$ cat src/rtl/pool_rd_sched_if.sv
// pool_rd_sched_if
//   Bundles the PE-block read bus and the pooling output stream of the
//   psum read scheduler.
//   master : the scheduler (drives POOLPEB_*, POOL_Val/Dat/PebIdx/Addr/Lst)
//   slave  : the PE blocks plus the pooling unit (drives PEBPOOL_*, POOL_Rdy)
//   PEBPOOL_Req    per-PEB "psums ready" level
//   POOLPEB_Ack    per-PEB one-cycle drain-complete pulse
//   POOLPEB_EnRd   one-hot read enable to the granted PEB
//   POOLPEB_AddrRd psum buffer read address
//   PEBPOOL_Dat    read data, one cycle after EnRd
//   POOL_Val/Rdy   output stream handshake
//   POOL_Dat       psum word
//   POOL_PebIdx    source PEB of the word
//   POOL_Addr      psum address of the word
//   POOL_Lst       word is the last address of its PEB
interface pool_rd_sched_if #(
   parameter int NUMPEB     = 16,
   parameter int LENPSUM    = 16,
   parameter int PSUM_WIDTH = 23
);
   localparam int AW = (LENPSUM > 1) ? $clog2(LENPSUM) : 1;
   localparam int PW = (NUMPEB > 1) ? $clog2(NUMPEB) : 1;

   logic [NUMPEB-1:0]     PEBPOOL_Req;
   logic [NUMPEB-1:0]     POOLPEB_Ack;
   logic [NUMPEB-1:0]     POOLPEB_EnRd;
   logic [AW-1:0]         POOLPEB_AddrRd;
   logic [PSUM_WIDTH-1:0] PEBPOOL_Dat;
   logic                  POOL_Val;
   logic                  POOL_Rdy;
   logic [PSUM_WIDTH-1:0] POOL_Dat;
   logic [PW-1:0]         POOL_PebIdx;
   logic [AW-1:0]         POOL_Addr;
   logic                  POOL_Lst;

   modport master (
      input  PEBPOOL_Req, PEBPOOL_Dat, POOL_Rdy,
      output POOLPEB_Ack, POOLPEB_EnRd, POOLPEB_AddrRd,
             POOL_Val, POOL_Dat, POOL_PebIdx, POOL_Addr, POOL_Lst
   );

   modport slave (
      output PEBPOOL_Req, PEBPOOL_Dat, POOL_Rdy,
      input  POOLPEB_Ack, POOLPEB_EnRd, POOLPEB_AddrRd,
             POOL_Val, POOL_Dat, POOL_PebIdx, POOL_Addr, POOL_Lst
   );
endinterface

$ cat src/rtl/pool_rd_sched.sv
// pool_rd_sched
//   Drains finished psum banks from NUMPEB PE blocks into the pooling stage.
//   Round-robin grants one requesting PEB, sweeps its buffer one address per
//   cycle, and streams the returned words through a 2-entry skid FIFO whose
//   occupancy (plus the word in flight) gates every read issue.
//   clk  : rising-edge clock
//   rst  : asynchronous active-high reset
//   bus  : pool_rd_sched_if master modport (PEB read bus + pooling stream)
module pool_rd_sched #(
   parameter int NUMPEB     = 16,
   parameter int LENPSUM    = 16,
   parameter int PSUM_WIDTH = 23
) (
   input logic             clk,
   input logic             rst,
   pool_rd_sched_if.master bus
);
   localparam int AW = (LENPSUM > 1) ? $clog2(LENPSUM) : 1;
   localparam int PW = (NUMPEB > 1) ? $clog2(NUMPEB) : 1;
   localparam logic [AW-1:0] LAST_ADDR = AW'(LENPSUM - 1);

   typedef enum logic [1:0] {IDLE, READ, DRAIN, ACK} state_t;

   state_t                stateCur, stateNxt;
   logic [PW-1:0]         grant, rrPtr, arbIdx;
   logic                  arbHit;
   logic [NUMPEB-1:0]     grantOh;
   logic [AW-1:0]         cnt;
   logic                  inflight;
   logic [AW-1:0]         inflightAddr;
   logic                  issue, pop, push;

   logic [PSUM_WIDTH-1:0] fifoDat  [2];
   logic [PW-1:0]         fifoIdx  [2];
   logic [AW-1:0]         fifoAddr [2];
   logic                  fifoLst  [2];
   logic                  wrPtr, rdPtr;
   logic [1:0]            fifoCnt;

   // Round-robin: first requester at or after rrPtr, wrapping upward.
   always_comb begin : arbiter
      int unsigned cand;
      arbHit = 1'b0;
      arbIdx = '0;
      cand   = 0;
      for (int unsigned i = 0; i < NUMPEB; i++) begin
         cand = 32'(rrPtr) + i;
         if (cand >= 32'(NUMPEB)) cand = cand - 32'(NUMPEB);
         if (!arbHit && bus.PEBPOOL_Req[PW'(cand)]) begin
            arbHit = 1'b1;
            arbIdx = PW'(cand);
         end
      end
   end

   always_comb begin
      grantOh        = '0;
      grantOh[grant] = 1'b1;
   end

   assign pop  = (fifoCnt != 2'd0) && bus.POOL_Rdy;
   assign push = inflight;

   // Credit: buffered + in-flight words, net of this cycle's pop, must leave a
   // free slot; the pop term lets issuing resume in the cycle Rdy returns.
   assign issue = (stateCur == READ) &&
                  (({1'b0, fifoCnt} + {2'b00, inflight}) < (3'd2 + {2'b00, pop}));

   // ---------------- FSM ----------------
   always_ff @(posedge clk or posedge rst) begin
      if (rst) stateCur <= IDLE;
      else     stateCur <= stateNxt;
   end

   always_comb begin
      stateNxt         = stateCur;
      bus.POOLPEB_EnRd = '0;
      bus.POOLPEB_Ack  = '0;
      case (stateCur)
         IDLE: begin
            if (arbHit) stateNxt = READ;
         end
         READ: begin
            if (issue) begin
               bus.POOLPEB_EnRd = grantOh;
               if (cnt == LAST_ADDR) stateNxt = DRAIN;
            end
         end
         DRAIN: begin
            if ((fifoCnt == 2'd0) && !inflight) stateNxt = ACK;
         end
         ACK: begin
            bus.POOLPEB_Ack = grantOh;
            stateNxt        = IDLE;
         end
         default: stateNxt = IDLE;
      endcase
   end

   // ---------------- control registers ----------------
   always_ff @(posedge clk or posedge rst) begin
      if (rst) begin
         grant        <= '0;
         rrPtr        <= '0;
         cnt          <= '0;
         inflight     <= 1'b0;
         inflightAddr <= '0;
      end else begin
         inflight <= issue;
         if (issue) begin
            inflightAddr <= cnt;
            cnt          <= cnt + 1'b1;
         end
         if ((stateCur == IDLE) && arbHit) begin
            grant <= arbIdx;
            cnt   <= '0;
         end
         if (stateCur == ACK) begin
            rrPtr <= (grant == PW'(NUMPEB - 1)) ? '0 : grant + 1'b1;
         end
      end
   end

   // ---------------- skid FIFO ----------------
   always_ff @(posedge clk or posedge rst) begin
      if (rst) begin
         fifoDat  <= '{default: '0};
         fifoIdx  <= '{default: '0};
         fifoAddr <= '{default: '0};
         fifoLst  <= '{default: 1'b0};
         wrPtr    <= 1'b0;
         rdPtr    <= 1'b0;
         fifoCnt  <= 2'd0;
      end else begin
         if (push) begin
            fifoDat[wrPtr]  <= bus.PEBPOOL_Dat;
            fifoIdx[wrPtr]  <= grant;
            fifoAddr[wrPtr] <= inflightAddr;
            fifoLst[wrPtr]  <= (inflightAddr == LAST_ADDR);
            wrPtr           <= ~wrPtr;
         end
         if (pop) rdPtr <= ~rdPtr;
         case ({push, pop})
            2'b10:   fifoCnt <= fifoCnt + 2'd1;
            2'b01:   fifoCnt <= fifoCnt - 2'd1;
            default: fifoCnt <= fifoCnt;
         endcase
      end
   end

   assign bus.POOL_Val       = (fifoCnt != 2'd0);
   assign bus.POOL_Dat       = fifoDat[rdPtr];
   assign bus.POOL_PebIdx    = fifoIdx[rdPtr];
   assign bus.POOL_Addr      = fifoAddr[rdPtr];
   assign bus.POOL_Lst       = fifoLst[rdPtr];
   assign bus.POOLPEB_AddrRd = cnt;
endmodule
$ cat src/flat_wrapper.sv
// flat-port wrapper written by rule: the top's interface ports become plain ports
module pool_rd_sched_flat 
#(
   parameter int NUMPEB     = 16,
   parameter int LENPSUM    = 16,
   parameter int PSUM_WIDTH = 23
)
  (clk, rst, bus_PEBPOOL_Req, bus_PEBPOOL_Dat, bus_POOL_Rdy, bus_POOLPEB_Ack, bus_POOLPEB_EnRd, bus_POOLPEB_AddrRd, bus_POOL_Val, bus_POOL_Dat, bus_POOL_PebIdx, bus_POOL_Addr, bus_POOL_Lst);
  pool_rd_sched_if #(.NUMPEB(NUMPEB), .LENPSUM(LENPSUM), .PSUM_WIDTH(PSUM_WIDTH)) bus_i ();
  input logic clk;
  input logic rst;
  input wire logic [$bits(bus_i.PEBPOOL_Req)-1:0] bus_PEBPOOL_Req;
  input wire logic [$bits(bus_i.PEBPOOL_Dat)-1:0] bus_PEBPOOL_Dat;
  input wire logic [$bits(bus_i.POOL_Rdy)-1:0] bus_POOL_Rdy;
  output wire logic [$bits(bus_i.POOLPEB_Ack)-1:0] bus_POOLPEB_Ack;
  output wire logic [$bits(bus_i.POOLPEB_EnRd)-1:0] bus_POOLPEB_EnRd;
  output wire logic [$bits(bus_i.POOLPEB_AddrRd)-1:0] bus_POOLPEB_AddrRd;
  output wire logic [$bits(bus_i.POOL_Val)-1:0] bus_POOL_Val;
  output wire logic [$bits(bus_i.POOL_Dat)-1:0] bus_POOL_Dat;
  output wire logic [$bits(bus_i.POOL_PebIdx)-1:0] bus_POOL_PebIdx;
  output wire logic [$bits(bus_i.POOL_Addr)-1:0] bus_POOL_Addr;
  output wire logic [$bits(bus_i.POOL_Lst)-1:0] bus_POOL_Lst;
  assign bus_i.PEBPOOL_Req = bus_PEBPOOL_Req;
  assign bus_i.PEBPOOL_Dat = bus_PEBPOOL_Dat;
  assign bus_i.POOL_Rdy = bus_POOL_Rdy;
  assign bus_POOLPEB_Ack = bus_i.POOLPEB_Ack;
  assign bus_POOLPEB_EnRd = bus_i.POOLPEB_EnRd;
  assign bus_POOLPEB_AddrRd = bus_i.POOLPEB_AddrRd;
  assign bus_POOL_Val = bus_i.POOL_Val;
  assign bus_POOL_Dat = bus_i.POOL_Dat;
  assign bus_POOL_PebIdx = bus_i.POOL_PebIdx;
  assign bus_POOL_Addr = bus_i.POOL_Addr;
  assign bus_POOL_Lst = bus_i.POOL_Lst;
  pool_rd_sched #(.NUMPEB(NUMPEB), .LENPSUM(LENPSUM), .PSUM_WIDTH(PSUM_WIDTH)) u_core (.clk(clk), .rst(rst), .bus(bus_i));
endmodule
$ cat config.mk
export PLATFORM = sky130hd
export DESIGN_NAME = pool_rd_sched_flat
export DESIGN_NICKNAME = d
export VERILOG_FILES = /design/src/rtl/pool_rd_sched_if.sv /design/src/rtl/pool_rd_sched.sv /design/src/flat_wrapper.sv
export SDC_FILE = /design/constraint.sdc
export NUM_CORES = 1
export LEC_CHECK = 0
export CORE_MARGIN = 5
export CORE_UTILIZATION = 43
export DETAILED_ROUTE_END_ITERATION = 8
export PLACE_DENSITY = 0.75
export SLEW_MARGIN = 5
export SYNTH_ARGS = -nofsm -noshare
export SYNTH_HDL_FRONTEND = slang
export SYNTH_SLANG_ARGS = --single-unit
$ cat constraint.sdc
create_clock -name clk -period 12.7 [get_ports clk]
set_input_delay 3.81 -clock clk [delete_from_list [all_inputs] [get_ports clk]]
set_output_delay 3.81 -clock clk [all_outputs]
set_load 0.02 [all_outputs]
[Word-level counts from Yosys, hierarchy flattened]
Cells that the tools add are included.
Word-level totals
  bits in registers: 87
  input port bits: 42
  output and inout port bits: 69
  word-level logic and storage cells: 267
Cells by class
  add/subtract/negate cells: 37
  order comparisons: 38
  eq/ne operators: 12
  muxes and demuxes: 116
  bitwise logic cells: 4
  reductions and logical operators: 43
Operators by type and width (count)
  $mux W4: 42
  $mux W23: 4
  $lt A4 B5 Y1 const B: 17
  $ge A5 B5 Y1 const B: 15
  $bmux W1 S4: 16
  $sub A4 B1 Y4 const B: 16
  $mux W16: 3
  $bwmux W46: 1
  $add A4 B4 Y5 const B: 8
  $mux W1: 37
  $demux W23 S1: 1
  $logic_and A1 B1 Y1: 21
  $add A4 B3 Y5 const B: 4
  $bwmux W8: 2
  $logic_not A1 Y1: 16
  $eq A4 B4 Y1 const B: 3
  $add A4 B2 Y5 const B: 2
  $add A4 B1 Y4 const B: 2
  $mux W2: 4
  $pmux W2 S4: 1
  $eq A2 B2 Y1 const B: 3
  $ne A2 B1 Y1 const B: 3
  $reduce_bool A2 Y1: 3
  $add A4 B1 Y5 const B: 1
  other kinds (20): 25

[Longest topological paths before layout]
  depth after elaboration: 52
  depth in mapped cells: 18
  mapped depth without buffers: 11

[Worst setup path after synthesis]
Ideal clock, no wire load.
  kind: input -> output
  start point: input bus_POOL_Rdy
  end point: output bus_POOLPEB_EnRd[0]
  arrival time: 5253 ps
  required time: 8890 ps
  slack: 3637 ps
  cell stages on the path: 7
  cells stage by stage: nand2_1 o21ai_0 nand2b_1 nor2_1 buf_1 nand2_1 nor3_1
Between the ends
  word-level cells in the longest chain between the ends: 6
RTL lines
  start: declaration: RTL line flat_wrapper.sv:14  | input wire logic [$bits(bus_i.POOL_Rdy)-1:0] bus_POOL_Rdy;
  $logic_and A1 B1 Y1: RTL line pool_rd_sched.sv:61  | assign pop = (fifoCnt != 2'd0) && bus.POOL_Rdy;
  $add A2 B1 Y3: RTL line pool_rd_sched.sv:67  | (({1'b0, fifoCnt} + {2'b00, inflight}) < (3'd2 + {2'b00, pop}));
  $lt A3 B3 Y1: RTL line pool_rd_sched.sv:67
  $logic_and A1 B1 Y1: RTL line pool_rd_sched.sv:66  | assign issue = (stateCur == READ) &&
  net u_core.issue: RTL line pool_rd_sched.sv:31  | logic issue, pop, push;
  $mux W16: RTL line pool_rd_sched.sv:84  | if (issue) begin
  $mux W16: RTL line pool_rd_sched.sv:79  | case (stateCur)
  end: declaration: RTL line flat_wrapper.sv:16  | output wire logic [$bits(bus_i.POOLPEB_EnRd)-1:0] bus_POOLPEB_EnRd;
The timed path passes the listed nets, and every way through them passes these cells.

[Final worst setup path]
  start point: input bus_POOL_Rdy
  end point: output bus_POOLPEB_EnRd[1]
Between the ends
  word-level cells in the longest chain between the ends: 6
RTL lines (RTL line)
  $logic_and A1 B1 Y1: pool_rd_sched.sv:61
  $add A2 B1 Y3: pool_rd_sched.sv:67
  $lt A3 B3 Y1: pool_rd_sched.sv:67
  $logic_and A1 B1 Y1: pool_rd_sched.sv:66
  $mux W16: pool_rd_sched.sv:84
  $mux W16: pool_rd_sched.sv:79
Every way passes these cells.

==> results_dict.tcl <==
set metrics [dict create \
    status "finished clean" \
    syn_area_mm2 0.006406 \
    synthFlopType "dfrtp_1" \
    ys_seq_area_share_pct 33.98 \
    drv_slew 0 \
    clkSlewWorstSetupHoldPaths_ps 60 \
    drv_cap 0 \
    max_slew_margin_pct 27.39 \
    worst_pin_slew_ps 1085 \
    post_cts_resized 0 \
    hold_violations 0 \
    max_freq_mhz 95.22 \
    wl_um 17680 \
    worstRegToRegCells 10 \
    peakVddDrop_v 0.0001877 \
    rsz0062_at_grt "no" \
    cts_buffers 9 \
    finalNetCount 789 \
    dr.pass1.iters 8 \
    worstReg2RegEnd "u_core.grant[3]$_DFFE_PP0N_" \
    place_congestion 0.9705 \
    synthToLayoutAreaGrowth_pct 23.93 \
    cellPowerDensity_mw_per_mm2 330.7 \
    yosys.cell_count.top_type "nand2_1" \
    ios 111 \
    vias_per_cell 5.937 \
    rows 44 \
    remaining_drc_errors 0 \
    wl_per_cell_um 19.28 \
    synth_edf_count 0 \
    postCtsHoldBufs 0 \
    antenna_found_initial 0 \
    cp_data_arrival_time_ps 6690 \
    async_reset_ff_share_pct 100.0 \
    grt_usage_pct 19.96 \
    cts_tree "done" \
    grt_overflow 0 \
    cp-start-kind "primary input" \
    min_period_ps 10500 \
    multi_input_area_mm2 0.003965 \
    die-area_mm2 0.01744 \
    yosys-top-cells-area "dfrtp_1, mux4_2, mux2_2" \
    die_x_um 132.1 \
    num-fill-cells 1223 \
    portBuffers 110 \
    grt_start_max_net_pins 88 \
    layout.cells.non_filler 917 \
    root_buffer "clkbuf_16" \
    syn_nets 697 \
    postCtsSetupRepairBufs 0 \
    end_kind "output pin" \
    fin_crit_sh_pct 82.70 \
    r2r-start "u_core.rrPtr[1]$_DFFE_PP0P_" \
    avgSynthCellArea_um2 10.07 \
    rrSetupSlack_ps 7270 \
    hold_path_class "register to register" \
    yosys.area.top_type "dfrtp_1" \
    core_area_mm2 0.01459 \
    place_inst 901 \
    tns_ps 0 \
    setup_viol 0 \
    yosysUniqueCellTypes 61 \
    drive_gt1_share_pct 19.65 \
    num_antenna_cells 0 \
    critPathCapture "bus_POOLPEB_EnRd[1]" \
    hpwl_um 13040 \
    initial_core_util_pct 43.91 \
    critical_path_required_ps 8890 \
    worstSetupStartpoint "bus_POOL_Rdy" \
    worstPathMaxFanout 13 \
    ys_warn_count 0 \
    yosysTopAreaCellShare_pct 33.98 \
    grt_pass1_wl_um 28920 \
    p_leak_nw 3.333 \
    seqCellArea_mm2 0.002177 \
    cts.path.max_buffers 2 \
    cts_sinks 87 \
    critPathKind "primary input to output pin" \
    synth-seq-cells 87 \
    netlist_instances 636 \
    cts-htree-levels 3 \
    drtIter0Drc 466 \
    clk_latency_ps 330 \
    synthTopCellsByCount "nand2_1, dfrtp_1, mux2_2" \
    dieHeight_um 132.1 \
    via_count 5444 \
    final_antenna_net_count 0 \
    grt_pass1_vias 5504 \
    finClkSkew_ps 4.401 \
]
[metrics by stage]
stage               hold WS, ps  cell area, um^2  power (W)  utilization, %  setup WS (ps)
finish                    477.1             7939   0.002626           54.42           2198
global route              497.4             7939   0.002797           54.42           2062
CTS                       473.1             7939   0.002614           54.42           2248
detailed placement        458.8             7614   0.002317           52.19           2262
global placement          452.8             7614   0.002300           52.19           2358
floorplan                 441.7             6406   0.001809               -           3637
[logic make-up (layout without fill, tap and decap cells)]
| logic type | after synthesis | in the layout | synth area share, % |
|---|---|---|---|
| adders and majority gates | 19 | 19 | 3.711 |
| xor gates and xnor gates | 18 | 18 | 2.461 |
| DFF | 87 | 87 | 33.98 |
| buffers and inverters | 59 | 156 | 4.160 |
| AOI/OAI and AO/OA | 89 | 89 | 9.278 |
| muxes | 127 | 127 | 28.75 |
| and+or+nand+nor | 237 | 237 | 17.66 |
[routing by layer]
layer	GRT usage, %	up-vias	wire [um]
met5	0	-	0
met3	4.542	41	1136
met2	33.27	222	8622
met1	25.94	2686	7453
li1	-	2495	-
met4	6.114	0	472
[layout make-up]
cell class / count / share of cell area [%]
Multi-Input combinational cell: 490 / 49.94
Sequential cell: 87 / 27.42
Tap cell: 184 / 2.900
Inverter: 23 / 1.103
Clock inverter: 3 / 0.8195
Clock buffer: 13 / 3.278
Timing Repair Buffer: 117 / 14.53
[placed cells by master (no fill, tap or decap), types with 7 or more instances in the layout]
cell | Yosys | layout
nand3_1 | 8 | 8
clkdlybuf4s50_1 | 0 | 110
buf_4 | 1 | 7
and3_1 | 10 | 10
mux4_2 | 38 | 38
a31oi_1 | 8 | 8
mux2_2 | 75 | 75
mux2i_1 | 13 | 13
o21ai_0 | 24 | 24
a21oi_1 | 14 | 14
and2_1 | 12 | 12
dfrtp_1 | 87 | 87
clkbuf_16 | 0 | 9
nor2_1 | 37 | 36
xnor2_1 | 12 | 12
inv_1 | 21 | 20
ha_1 | 19 | 19
nor3_1 | 8 | 8
nor2b_1 | 8 | 8
nand2_1 | 127 | 127
[worst max-delay path, cell delays in order]
cell             delay, ps
clkdlybuf4s50_1        460
nand2_1                 90
o21ai_0                180
nand2b_1               110
nor2_1                 830
nand2_1                350
nor3_1                 220
clkdlybuf4s50_1        640
[flip-flops by register name (all words and copies together) (netlist names)]
signal,flops
u_core.stateCur,2
u_core.rrPtr,4
u_core.fifoCnt,2
u_core.fifoDat,46
u_core.rdPtr,1
u_core.fifoAddr,8
u_core.fifoIdx,8
u_core.fifoLst,2
u_core.inflight,1
u_core.bus.POOLPEB_AddrRd,4
u_core.grant,4
u_core.inflightAddr,4
u_core.wrPtr,1
[worst min-delay path by stage]
stage | from | endpoint | depth (start not counted) | slack (ps)
after detailed placement | u_core.fifoDat[39]$_DFFE_PP0P_ | u_core.fifoDat[39]$_DFFE_PP0P_ | 2 | 460
final | u_core.fifoIdx[7]$_DFFE_PP0P_ | u_core.fifoIdx[7]$_DFFE_PP0P_ | 2 | 480
after CTS | u_core.fifoDat[39]$_DFFE_PP0P_ | u_core.fifoDat[39]$_DFFE_PP0P_ | 2 | 470
after global placement | u_core.fifoDat[34]$_DFFE_PP0P_ | u_core.fifoDat[34]$_DFFE_PP0P_ | 2 | 450
after global routing | u_core.fifoIdx[0]$_DFFE_PP0P_ | u_core.fifoIdx[0]$_DFFE_PP0P_ | 2 | 500
after floorplan | u_core.fifoDat[23]$_DFFE_PP0P_ | u_core.fifoDat[23]$_DFFE_PP0P_ | 2 | 440
[where the power goes]
| part | leakage, nW | internal (W) | switching [W] |
|---|---|---|---|
| Combinational | 2.10 | 0.000801 | 0.00103 |
| Sequential | 1.08 | 0.000402 | 0.000109 |
| Clock | 0.160 | 0.000183 | 0.0000990 |
Power figures use the tool's default switching activity.
